`config.mk`:
```
export PLATFORM = sky130hd
export DESIGN_NAME = hazard_scoreboard_flat
export DESIGN_NICKNAME = d
export VERILOG_FILES = /design/src/rtl/hazard_scoreboard_pkg.sv /design/src/rtl/hazard_scoreboard_if.sv /design/src/rtl/hazard_decode.sv /design/src/rtl/hazard_scoreboard.sv /design/src/flat_wrapper.sv
export SDC_FILE = /design/constraint.sdc
export NUM_CORES = 1
export LEC_CHECK = 0
export CAP_MARGIN = 20
export CORE_MARGIN = 8
export CORE_UTILIZATION = 50
export CTS_BUF_LIST = sky130_fd_sc_hd__clkbuf_8
export DETAILED_ROUTE_END_ITERATION = 16
export PLACE_DENSITY = 0.72
export SYNTH_ARGS = -nofsm -noshare
export SYNTH_HDL_FRONTEND = slang
export SYNTH_SLANG_ARGS = --single-unit
export TNS_END_PERCENT = 10
```
`constraint.sdc`:
```
create_clock -name CLK -period 10 [get_ports CLK]
set_input_delay 2 -clock CLK [delete_from_list [all_inputs] [get_ports CLK]]
set_output_delay 2 -clock CLK [all_outputs]
set_load 0.1 [all_outputs]
```
`src/rtl/hazard_scoreboard_pkg.sv`:
```
// Shared types for the hazard scoreboard: MIPS opcode/funct encodings and the
// decoded hazard view of a decode-stage instruction.
package hazard_scoreboard_pkg;

    typedef logic [4:0] regbits_t;

    typedef enum logic [5:0] {
        OP_RTYPE = 6'h00,
        OP_J     = 6'h02,
        OP_JAL   = 6'h03,
        OP_BEQ   = 6'h04,
        OP_BNE   = 6'h05,
        OP_ADDI  = 6'h08,
        OP_ADDIU = 6'h09,
        OP_SLTI  = 6'h0a,
        OP_SLTIU = 6'h0b,
        OP_ANDI  = 6'h0c,
        OP_ORI   = 6'h0d,
        OP_XORI  = 6'h0e,
        OP_LUI   = 6'h0f,
        OP_LW    = 6'h23,
        OP_SW    = 6'h2b
    } opcode_t;

    typedef enum logic [5:0] {
        F_SLL  = 6'h00,
        F_SRL  = 6'h02,
        F_JR   = 6'h08,
        F_ADD  = 6'h20,
        F_ADDU = 6'h21,
        F_SUB  = 6'h22,
        F_SUBU = 6'h23,
        F_AND  = 6'h24,
        F_OR   = 6'h25,
        F_XOR  = 6'h26,
        F_NOR  = 6'h27,
        F_SLT  = 6'h2a,
        F_SLTU = 6'h2b
    } funct_t;

    typedef enum logic {
        HZ_ALU    = 1'b0,
        HZ_BRANCH = 1'b1
    } hz_class_t;

    typedef struct packed {
        regbits_t  src0;
        regbits_t  src1;
        logic      use0;
        logic      use1;
        regbits_t  dest;
        logic      wen;
        logic      is_load;
        hz_class_t cls;
    } hz_decode_t;

    localparam regbits_t REG_RA = 5'd31;

    // I-type ALU ops read rs and write rt; LUI is excluded because it reads nothing.
    function automatic logic is_itype_alu(input opcode_t op);
        case (op)
            OP_ADDI, OP_ADDIU, OP_SLTI, OP_SLTIU,
            OP_ANDI, OP_ORI, OP_XORI: return 1'b1;
            default:                  return 1'b0;
        endcase
    endfunction

endpackage

```
`src/rtl/hazard_scoreboard_if.sv`:
```
// Control bundle between the datapath (master) and the hazard scoreboard (slave).
interface hazard_scoreboard_if;
    import hazard_scoreboard_pkg::*;

    logic        ihit;
    logic        dhit;
    logic        mem_dREN;
    logic        mem_dWEN;
    logic [31:0] dec_instr;
    logic        dec_valid;
    logic        ex_redirect;

    logic        pcEN;
    logic        fdEN;
    logic        fd_flush;
    logic        dxEN;
    logic        dx_flush;
    logic        xmEN;
    logic        mwEN;
    logic        hz_stall;
    logic [31:0] stall_cycles;

    modport master (
        output ihit, dhit, mem_dREN, mem_dWEN, dec_instr, dec_valid, ex_redirect,
        input  pcEN, fdEN, fd_flush, dxEN, dx_flush, xmEN, mwEN, hz_stall, stall_cycles
    );

    modport slave (
        input  ihit, dhit, mem_dREN, mem_dWEN, dec_instr, dec_valid, ex_redirect,
        output pcEN, fdEN, fd_flush, dxEN, dx_flush, xmEN, mwEN, hz_stall, stall_cycles
    );

endinterface

```
`src/rtl/hazard_decode.sv`:
```
// Combinational classifier: which registers the decode instruction reads and
// writes, and whether it compares in decode (branch class) or in EX.
module hazard_decode
    import hazard_scoreboard_pkg::*;
(
    input  logic [31:0] instr,
    output hz_decode_t  dec
);

    opcode_t  op;
    regbits_t rs, rt, rd;
    logic     is_jr;
    logic     unused_bits;

    assign op          = opcode_t'(instr[31:26]);
    assign rs          = instr[25:21];
    assign rt          = instr[20:16];
    assign rd          = instr[15:11];
    assign is_jr       = (instr[5:0] == F_JR);
    assign unused_bits = ^instr[10:6];

    always_comb begin
        dec.src0    = rs;
        dec.src1    = rt;
        dec.use0    = 1'b0;
        dec.use1    = 1'b0;
        dec.dest    = '0;
        dec.wen     = 1'b0;
        dec.is_load = 1'b0;
        dec.cls     = HZ_ALU;
        case (op)
            OP_RTYPE: begin
                dec.use0 = 1'b1;
                if (is_jr) begin
                    dec.cls = HZ_BRANCH;
                end else begin
                    dec.use1 = 1'b1;
                    dec.dest = rd;
                    dec.wen  = 1'b1;
                end
            end
            OP_LW: begin
                dec.use0    = 1'b1;
                dec.dest    = rt;
                dec.wen     = 1'b1;
                dec.is_load = 1'b1;
            end
            OP_LUI: begin
                dec.dest = rt;
                dec.wen  = 1'b1;
            end
            OP_SW: begin
                dec.use0 = 1'b1;
                dec.use1 = 1'b1;
            end
            OP_BEQ, OP_BNE: begin
                dec.use0 = 1'b1;
                dec.use1 = 1'b1;
                dec.cls  = HZ_BRANCH;
            end
            OP_JAL: begin
                dec.dest = REG_RA;
                dec.wen  = 1'b1;
            end
            default: begin
                if (is_itype_alu(op)) begin
                    dec.use0 = 1'b1;
                    dec.dest = rt;
                    dec.wen  = 1'b1;
                end
            end
        endcase
    end

endmodule

```
`src/rtl/hazard_scoreboard.sv`:
```
// Per-register countdown scoreboard driving pipeline enables/flushes for the
// 5-stage MIPS pipeline; a nonzero count means a write is still in flight.
module hazard_scoreboard
    import hazard_scoreboard_pkg::*;
#(
    parameter int LOAD_LAT = 1,
    parameter int BR_LAT   = 1,
    parameter int NREGS    = 32
) (
    input  logic                CLK,
    input  logic                nRST,
    hazard_scoreboard_if.slave  bus
);

    localparam int CW_RAW = $clog2(LOAD_LAT + BR_LAT + 1);
    localparam int CW     = (CW_RAW < 1) ? 1 : CW_RAW;
    localparam logic [CW-1:0] BR_CNT = CW'(BR_LAT);
    localparam logic [CW-1:0] LD_CNT = CW'(LOAD_LAT + BR_LAT);

    hz_decode_t      dec;
    logic [CW-1:0]   count [NREGS];
    logic [CW-1:0]   cnt0, cnt1;
    logic            busy0, busy1, hazard, memstall, issue;
    logic [31:0]     stall_cnt;

    hazard_decode u_decode (
        .instr (bus.dec_instr),
        .dec   (dec)
    );

    always_comb begin
        cnt0 = '0;
        cnt1 = '0;
        if (int'(dec.src0) < NREGS) cnt0 = count[dec.src0];
        if (int'(dec.src1) < NREGS) cnt1 = count[dec.src1];
    end

    // Branches compare in decode so any in-flight write blocks them; ALU
    // consumers can take a forwarded value once only BR_LAT slack remains.
    always_comb begin
        busy0 = 1'b0;
        busy1 = 1'b0;
        if (dec.use0 && dec.src0 != '0)
            busy0 = (dec.cls == HZ_BRANCH) ? (cnt0 != '0) : (cnt0 > BR_CNT);
        if (dec.use1 && dec.src1 != '0)
            busy1 = (dec.cls == HZ_BRANCH) ? (cnt1 != '0) : (cnt1 > BR_CNT);
    end

    assign hazard   = bus.dec_valid & (busy0 | busy1);
    assign memstall = (bus.mem_dREN | bus.mem_dWEN) & ~bus.dhit;

    always_comb begin
        bus.pcEN     = bus.ihit;
        bus.fdEN     = 1'b1;
        bus.fd_flush = 1'b0;
        bus.dxEN     = 1'b1;
        bus.dx_flush = 1'b0;
        bus.xmEN     = 1'b1;
        bus.mwEN     = 1'b1;
        bus.hz_stall = 1'b0;
        issue        = 1'b0;
        if (memstall) begin
            bus.pcEN = 1'b0;
            bus.fdEN = 1'b0;
            bus.dxEN = 1'b0;
            bus.xmEN = 1'b0;
            bus.mwEN = 1'b0;
        end else if (bus.ex_redirect) begin
            bus.pcEN     = 1'b1;
            bus.fd_flush = 1'b1;
            bus.dx_flush = 1'b1;
        end else if (hazard) begin
            bus.pcEN     = 1'b0;
            bus.fdEN     = 1'b0;
            bus.dx_flush = 1'b1;
            bus.hz_stall = 1'b1;
        end else begin
            issue = bus.dec_valid;
            if (!bus.ihit) begin
                bus.pcEN     = 1'b0;
                bus.fd_flush = 1'b1;
            end
        end
    end

    // Bubbles advancing during stalls/redirects still age the counters; only
    // a frozen memory stage holds them.
    always_ff @(posedge CLK or negedge nRST) begin
        if (!nRST) begin
            for (int r = 0; r < NREGS; r++) count[r] <= '0;
            stall_cnt <= '0;
        end else begin
            if (!memstall) begin
                for (int r = 0; r < NREGS; r++) begin
                    if (r == 0)
                        count[r] <= '0;
                    else if (issue && dec.wen && dec.dest == regbits_t'(r))
                        count[r] <= dec.is_load ? LD_CNT : BR_CNT;
                    else if (count[r] != '0)
                        count[r] <= count[r] - CW'(1);
                end
            end
            if (bus.hz_stall && stall_cnt != '1)
                stall_cnt <= stall_cnt + 32'd1;
        end
    end

    assign bus.stall_cycles = stall_cnt;

endmodule

```
`src/flat_wrapper.sv`:
```
// flat-port wrapper written by rule: the top's interface ports become plain ports
module hazard_scoreboard_flat import hazard_scoreboard_pkg::*;
#(
    parameter int LOAD_LAT = 1,
    parameter int BR_LAT   = 1,
    parameter int NREGS    = 32
)
  (CLK, nRST, bus_ihit, bus_dhit, bus_mem_dREN, bus_mem_dWEN, bus_dec_instr, bus_dec_valid, bus_ex_redirect, bus_pcEN, bus_fdEN, bus_fd_flush, bus_dxEN, bus_dx_flush, bus_xmEN, bus_mwEN, bus_hz_stall, bus_stall_cycles);
  hazard_scoreboard_if bus_i ();
  input  logic CLK;
  input  logic nRST;
  input wire logic [$bits(bus_i.ihit)-1:0] bus_ihit;
  input wire logic [$bits(bus_i.dhit)-1:0] bus_dhit;
  input wire logic [$bits(bus_i.mem_dREN)-1:0] bus_mem_dREN;
  input wire logic [$bits(bus_i.mem_dWEN)-1:0] bus_mem_dWEN;
  input wire logic [$bits(bus_i.dec_instr)-1:0] bus_dec_instr;
  input wire logic [$bits(bus_i.dec_valid)-1:0] bus_dec_valid;
  input wire logic [$bits(bus_i.ex_redirect)-1:0] bus_ex_redirect;
  output wire logic [$bits(bus_i.pcEN)-1:0] bus_pcEN;
  output wire logic [$bits(bus_i.fdEN)-1:0] bus_fdEN;
  output wire logic [$bits(bus_i.fd_flush)-1:0] bus_fd_flush;
  output wire logic [$bits(bus_i.dxEN)-1:0] bus_dxEN;
  output wire logic [$bits(bus_i.dx_flush)-1:0] bus_dx_flush;
  output wire logic [$bits(bus_i.xmEN)-1:0] bus_xmEN;
  output wire logic [$bits(bus_i.mwEN)-1:0] bus_mwEN;
  output wire logic [$bits(bus_i.hz_stall)-1:0] bus_hz_stall;
  output wire logic [$bits(bus_i.stall_cycles)-1:0] bus_stall_cycles;
  assign bus_i.ihit = bus_ihit;
  assign bus_i.dhit = bus_dhit;
  assign bus_i.mem_dREN = bus_mem_dREN;
  assign bus_i.mem_dWEN = bus_mem_dWEN;
  assign bus_i.dec_instr = bus_dec_instr;
  assign bus_i.dec_valid = bus_dec_valid;
  assign bus_i.ex_redirect = bus_ex_redirect;
  assign bus_pcEN = bus_i.pcEN;
  assign bus_fdEN = bus_i.fdEN;
  assign bus_fd_flush = bus_i.fd_flush;
  assign bus_dxEN = bus_i.dxEN;
  assign bus_dx_flush = bus_i.dx_flush;
  assign bus_xmEN = bus_i.xmEN;
  assign bus_mwEN = bus_i.mwEN;
  assign bus_hz_stall = bus_i.hz_stall;
  assign bus_stall_cycles = bus_i.stall_cycles;
  hazard_scoreboard #(.LOAD_LAT(LOAD_LAT), .BR_LAT(BR_LAT), .NREGS(NREGS)) u_core (.CLK(CLK), .nRST(nRST), .bus(bus_i));
endmodule
```
==> impl_metrics.yaml, run 1 <==
run_status:
  status: "finished, final reports clean"
clocking:
  cts_buffers: 9
  cts_hold_buf: 0
  cts_max_level: 3
  cts_tree: "done"
  postCtsSetupBuffers: 0
  cts_sinks: 94
  path_clk_slew_ps: 100
  clockBufferDepth: 2
  cts.repair.resized: 0
  clkLatencyLatePin_ps: 380
  clockRootBuffer: "clkbuf_8"
finish:
  final_core_util: 0.5835
  fin_nets: 899
  synthToLayoutAreaGrowth_pct: 15.38
  final_cells: 1016
  fillers: 1230
  diodes: 0
  final_layout_size_suffix_gt1_frac: 0.1166
  final_area_um2: 8352
detailed_routing:
  met1_length_um: 8971
  drc: 0
  wl_um: 21620
  num_vias: 6755
  drtIter0Drc: 801
  viasPerCell: 6.649
  wire_per_inst_um: 21.28
  ant_nets: 0
  highest_layer: "met4"
  first_pass_iters: 5
  dr_wl_met2_um: 10210
  dr_wl_met3_um: 1810
yosys:
  async_reset_ff_frac: 1.000
  syn_area_per_cell_um2: 9.316
  synth_common_cells: "dfrtp_1, inv_1, nand2_1"
  syn_area_um2: 7238
  synthCells: 777
  synth.area.mux_share: 0.1124
  synth-adder-area-share: 0.05532
  syn-num-nets: 849
  yosysMostFrequentCell: "dfrtp_1"
  yosysSeqAreaShare: 0.3250
  yosysTopAreaCell: "dfrtp_1"
  synth_compound_area_frac: 0.1538
  synth_top_area_frac: 0.3250
  yosys-top-cells-area: "dfrtp_1, mux4_2, ha_1, inv_1, a211oi_1"
  synth_seq_cells: 94
  ys_warn_count: 0
  synth_flop_cell: "dfrtp_1"
  synth-xor-area-share: 0.03751
  ys_types: 64
  synth_top_family_by_area: "simple AND/OR/NAND/NOR gates"
  synth-edff-count: 0
  synthSimpleGateAreaFrac: 0.2424
floorplan:
  std_cell_rows: 44
  dieArea_um2: 18580
  start_util: 0.5057
  ios: 80
  core_um2: 14310
  die_y_um: 136.3
  die_x_um: 136.3
setup_path:
  start_kind: "input pin"
  worstPathRequired_ps: 8000
  crit_fanout: 28
  worstPathArrival_ps: 6190
  end_kind: "primary output"
  criticalPathCategory: "in2out"
sta:
  skew_ps: 9.431
  finalHoldViolCount: 0
  hold_ws_ps: 493.2
  post-route-min-period_ps: 8186
  setup_viol: 0
  worstMarginPinSlew_ps: 1115
  finalMaxSlewViolations: 0
  fmax_mhz: 122.2
  final.period_utilization: 0.8186
  fin_setup_tns_ps: 0
  relSlewSlack: 0.2557
  rsz0062_at_grt: "no"
grt:
  grt_pass1_wl_um: 35300
  gr-usage-all-layers: 0.2386
  grt_pass1_vias: 6961
  grt_remaining_overflow: 0
  grt_max_degree: 83
  antenna_found_initial: 0
hold_path:
  hold_path.class: "reg2reg"
power:
  powerDensity_nw_per_um2: 226.1
  p_leak_nw: 3.310
  ir_drop_mv: 0.2238
placement:
  placedInstanceArea_um2: 8038
  io_buffers: 74
  place.gp.congestion: 0.9081
  dp.cells: 997
  hpwl_um: 15110
job:
  max_cap_viol_count: 0
worst max-delay path, stage by stage:
cell and delay (ps):
clkdlybuf4s50_1 880, buf_4 300, mux4_2 510, o211a_1 250
o41a_2 510, nand4_1 190, buf_4 410, nor2b_1 700
buf_4 420
final cells by class:
class / count / area, µm² / share of cell area
Timing Repair Buffer: 84 / 850.8 / 0.1019
Tap cell: 184 / 230.2 / 0.02757
Clock inverter: 7 / 120.1 / 0.01438
Inverter: 83 / 311.5 / 0.03730
Multi-Input combinational cell: 555 / 4363 / 0.5224
Sequential cell: 94 / 2352 / 0.2816
Clock buffer: 9 / 123.9 / 0.01483
per-stage QoR:
stage	setup WS, ps	power [W]
final	1814	0.001888
after CTS	1865	0.001879
after detailed placement	1888	0.001554
after global routing	1608	0.002028
after floorplan	177.1	0.001315
after global placement	1872	0.001465
worst paths after layout:
check / depth (start not counted) / slack (ps) / to / startpoint
setup / recovery: 9 / 1810 / bus_hz_stall / bus_dec_instr[16]
hold / removal: 1 / 490 / u_core.bus.stall_cycles[9]$_DFFE_PN0P_ / u_core.bus.stall_cycles[9]$_DFFE_PN0P_
setup reg to reg: 9 / 6510 / u_core.bus.stall_cycles[29]$_DFFE_PN0P_ / u_core.count[37]$_DFFE_PN0P_
hold reg to reg: 1 / 490 / u_core.bus.stall_cycles[9]$_DFFE_PN0P_ / u_core.bus.stall_cycles[9]$_DFFE_PN0P_
max in group asynchronous: 3 / 7650 / u_core.bus.stall_cycles[26]$_DFFE_PN0P_ / nRST
min in group asynchronous: 1 / 1450 / u_core.count[20]$_DFFE_PN0P_ / nRST
cell usage in the layout, fill, tap and decap left out, drive strengths merged, types with 16 or more instances in the layout:
cell type      instances
a211oi                37
a221oi                26
clkdlybuf4s50         69
dfrtp                 94
ha                    32
inv                   85
mux2i                 16
mux4                  24
nand2                 65
nand3                 27
nor2                  35
nor3                  43
nor4                  38
nor4b                 27
o22ai                 21
xnor2                 25
registers in the layout (all words and copies together), names as in the netlist:
signal,count
u_core.bus.stall_cycles,32
u_core.count,62
metal layers:
| layer | GRT usage | vias to the layer above |
|---|---|---|
| met4 | 0.1117 | 0 |
| met5 | 0 | - |
| met3 | 0.06098 | 51 |
| met2 | 0.3882 | 318 |
| met1 | 0.2908 | 3343 |
| li1 | - | 3043 |
cell families (layout without fill, tap and decap cells):
| group | after synthesis | in the layout |
|---|---|---|
| muxes | 50 | 50 |
| DFF | 94 | 94 |
| buffers and inverters | 128 | 183 |
| adders and majority gates | 32 | 32 |
| xor gates and xnor gates | 31 | 31 |
| AOI/OAI and AO/OA | 149 | 149 |
| and+or+nand+nor | 293 | 293 |
power breakdown:
group | internal (W) | switching (W)
clock | 0.000167 | 0.000150
combinational | 0.000426 | 0.000481
sequential | 0.000517 | 0.000146
total | 0.00111 | 0.000777
(Power assumes the default switching activity.)
==> run 2: changes to the inputs <==
==> constraint.sdc (replaced) <==
create_clock -name CLK -period 7.9 [get_ports CLK]
set_input_delay 1.58 -clock CLK [delete_from_list [all_inputs] [get_ports CLK]]
set_output_delay 1.58 -clock CLK [all_outputs]
set_load 0.1 [all_outputs]
==> run 2 against run 1 <==
Core utilization decreased by 0.052 points. Total power increased by 21%. First-iteration DRC count decreased by 31%. Sequential share of layout area about the same. Setup slack got worse by 530 ps. Hold slack improved by 1.1 ps. Count of clock-buffer cells in the layout increased by 2. Sequential cell count unchanged. Combinational power increased by 26%. Design area about the same. Critical path depth increased by 1. Largest cell class unchanged.
==> impl_metrics.yaml, run 2 (synthesis results as in run 1) <==
power:
  p_leak_nw: 3.316
  powerDensity_nw_per_um2: 274.3
  finalPower_w: 0.002289
  ir_drop_mv: 0.2206
clocking:
  clkLatencyLatePin_ps: 380
  postCtsSetupBuffers: 0
  clockBufferDepth: 2
  cts_max_level: 3
  cts_tree: "done"
  path_clk_slew_ps: 90
  cts_sinks: 94
  clockRootBuffer: "clkbuf_8"
  cts_buffers: 9
  cts.repair.resized: 0
  cts_hold_buf: 0
placement:
  placedInstanceArea_um2: 8124
  io_buffers: 74
  place.gp.congestion: 0.8798
  hpwl_um: 14870
floorplan:
  die_y_um: 136.3
  dieArea_um2: 18580
  ios: 80
  core_um2: 14310
  die_x_um: 136.3
  start_util: 0.5057
  std_cell_rows: 44
finish:
  final_area_um2: 8344
  final_layout_size_suffix_gt1_frac: 0.1187
  final_core_util: 0.5830
  fin_nets: 901
  largest_register: "u_core.count"
  final_common_cell: "dfrtp_1"
  diodes: 0
  layout_common_cells: "dfrtp_1, inv_1, clkdlybuf4s50_1"
  synthToLayoutAreaGrowth_pct: 15.28
  largest_reg_flops: 62
setup_path:
  worstPathArrival_ps: 5030
  end_kind: "primary output"
  crit-reg2reg-launch: "u_core.count[27]$_DFFE_PN0P_"
  rrSetupSlack_ps: 4480
  ff2ff_path_depth: 9
  r2r-end: "u_core.count[37]$_DFFE_PN0P_"
  crit_fanout: 13
  start_kind: "input pin"
  worstPathRequired_ps: 6320
  criticalPathCategory: "in2out"
grt:
  antenna_found_initial: 0
  grt_max_degree: 79
  gr-usage-all-layers: 0.2326
  grt_remaining_overflow: 0
  grt_pass1_vias: 6892
  grt_pass1_wl_um: 34800
sta:
  final.period_utilization: 0.8370
  finalHoldViolCount: 0
  finalMaxSlewViolations: 0
  worstMarginPinSlew_ps: 1011
  fmax_mhz: 151.2
  rsz0062_at_grt: "no"
  relSlewSlack: 0.3239
  post-route-min-period_ps: 6612
  skew_ps: 11.50
  setup_viol: 0
  fin_setup_tns_ps: 0
detailed_routing:
  ant_nets: 0
  viasPerCell: 6.530
  first_pass_iters: 5
  drtIter0Drc: 551
  drc: 0
  num_vias: 6648
  wl_um: 21120
  wire_per_inst_um: 20.74
hold_path:
  whs_path_depth: 1
  worstHoldEndpoint: "u_core.bus.stall_cycles[22]$_DFFE_PN0P_"
  hold_path.class: "reg2reg"
  min_from: "u_core.bus.stall_cycles[22]$_DFFE_PN0P_"
run_status:
  status: "finished, final reports clean"
job:
  max_cap_viol_count: 0
run 2: cell types whose count changed in the layout (fill, tap and decap cells not counted), sizes merged:
cell | previous run | this run
clkinvlp | 1 | 0
clkdlybuf4s50 | 69 | 68
bufinv | 3 | 0
clkbuf | 9 | 11
buf | 15 | 18
clkinv | 1 | 3
run 2: worst max path at each step:
stage                 startpoint            to  slack [ps]  cells past startpoint
4_1_cts        bus_dec_instr[21]  bus_fd_flush        1270                     10
3_3_place_gp   bus_dec_instr[21]  bus_fd_flush        1330                     10
2_1_floorplan  bus_dec_instr[16]  bus_fd_flush         240                     11
3_5_place_dp   bus_dec_instr[21]  bus_fd_flush        1300                     10
5_1_grt        bus_dec_instr[21]  bus_fd_flush         970                     10
6_report       bus_dec_instr[21]  bus_fd_flush        1290                     10
run 2: worst max-delay path, stage by stage:
cell	delay [ps]
clkdlybuf4s50_1	1000
buf_4	290
mux2_2	350
a221oi_1	320
a22oi_1	150
o2111ai_1	110
nand4_1	370
a21oi_2	350
a21boi_1	290
buf_12	210
run 2: power breakdown:
group          leakage (nW)  internal (W)  switching [W]
combinational          2.07      0.000542       0.000602
clock                 0.102      0.000129       0.000177
sequential             1.14      0.000655       0.000185
run 2: cell type report:
cell class	instances	area [µm²]
fillers	1236	5969
repair buffers	86	905.9
multi-input cells	555	4367
inverters	83	311.5
clock inverters	5	26.28
clock buffers	11	151.4
well taps	184	230.2
flip-flops and latches	94	2352
run 2: routing by layer:
metal	up-vias	global-route usage	part of all wire
li1	3041	-	-
met1	3306	0.2900	0.41
met2	267	0.3841	0.48
met3	34	0.05469	0.086
met4	0	0.08725	0.021
met5	-	0	0
run 2: through the flow:
stage | setup slack [ps] | instances | hold slack [ps]
CTS | 1267 | 1016 | 501.4
detailed placement | 1297 | 1000 | 481.3
finish | 1288 | 1018 | 494.3
floorplan | 237.3 | 777 | 543.9
global route | 968.2 | 1018 | 525.6
global placement | 1328 | 1000 | 475.8
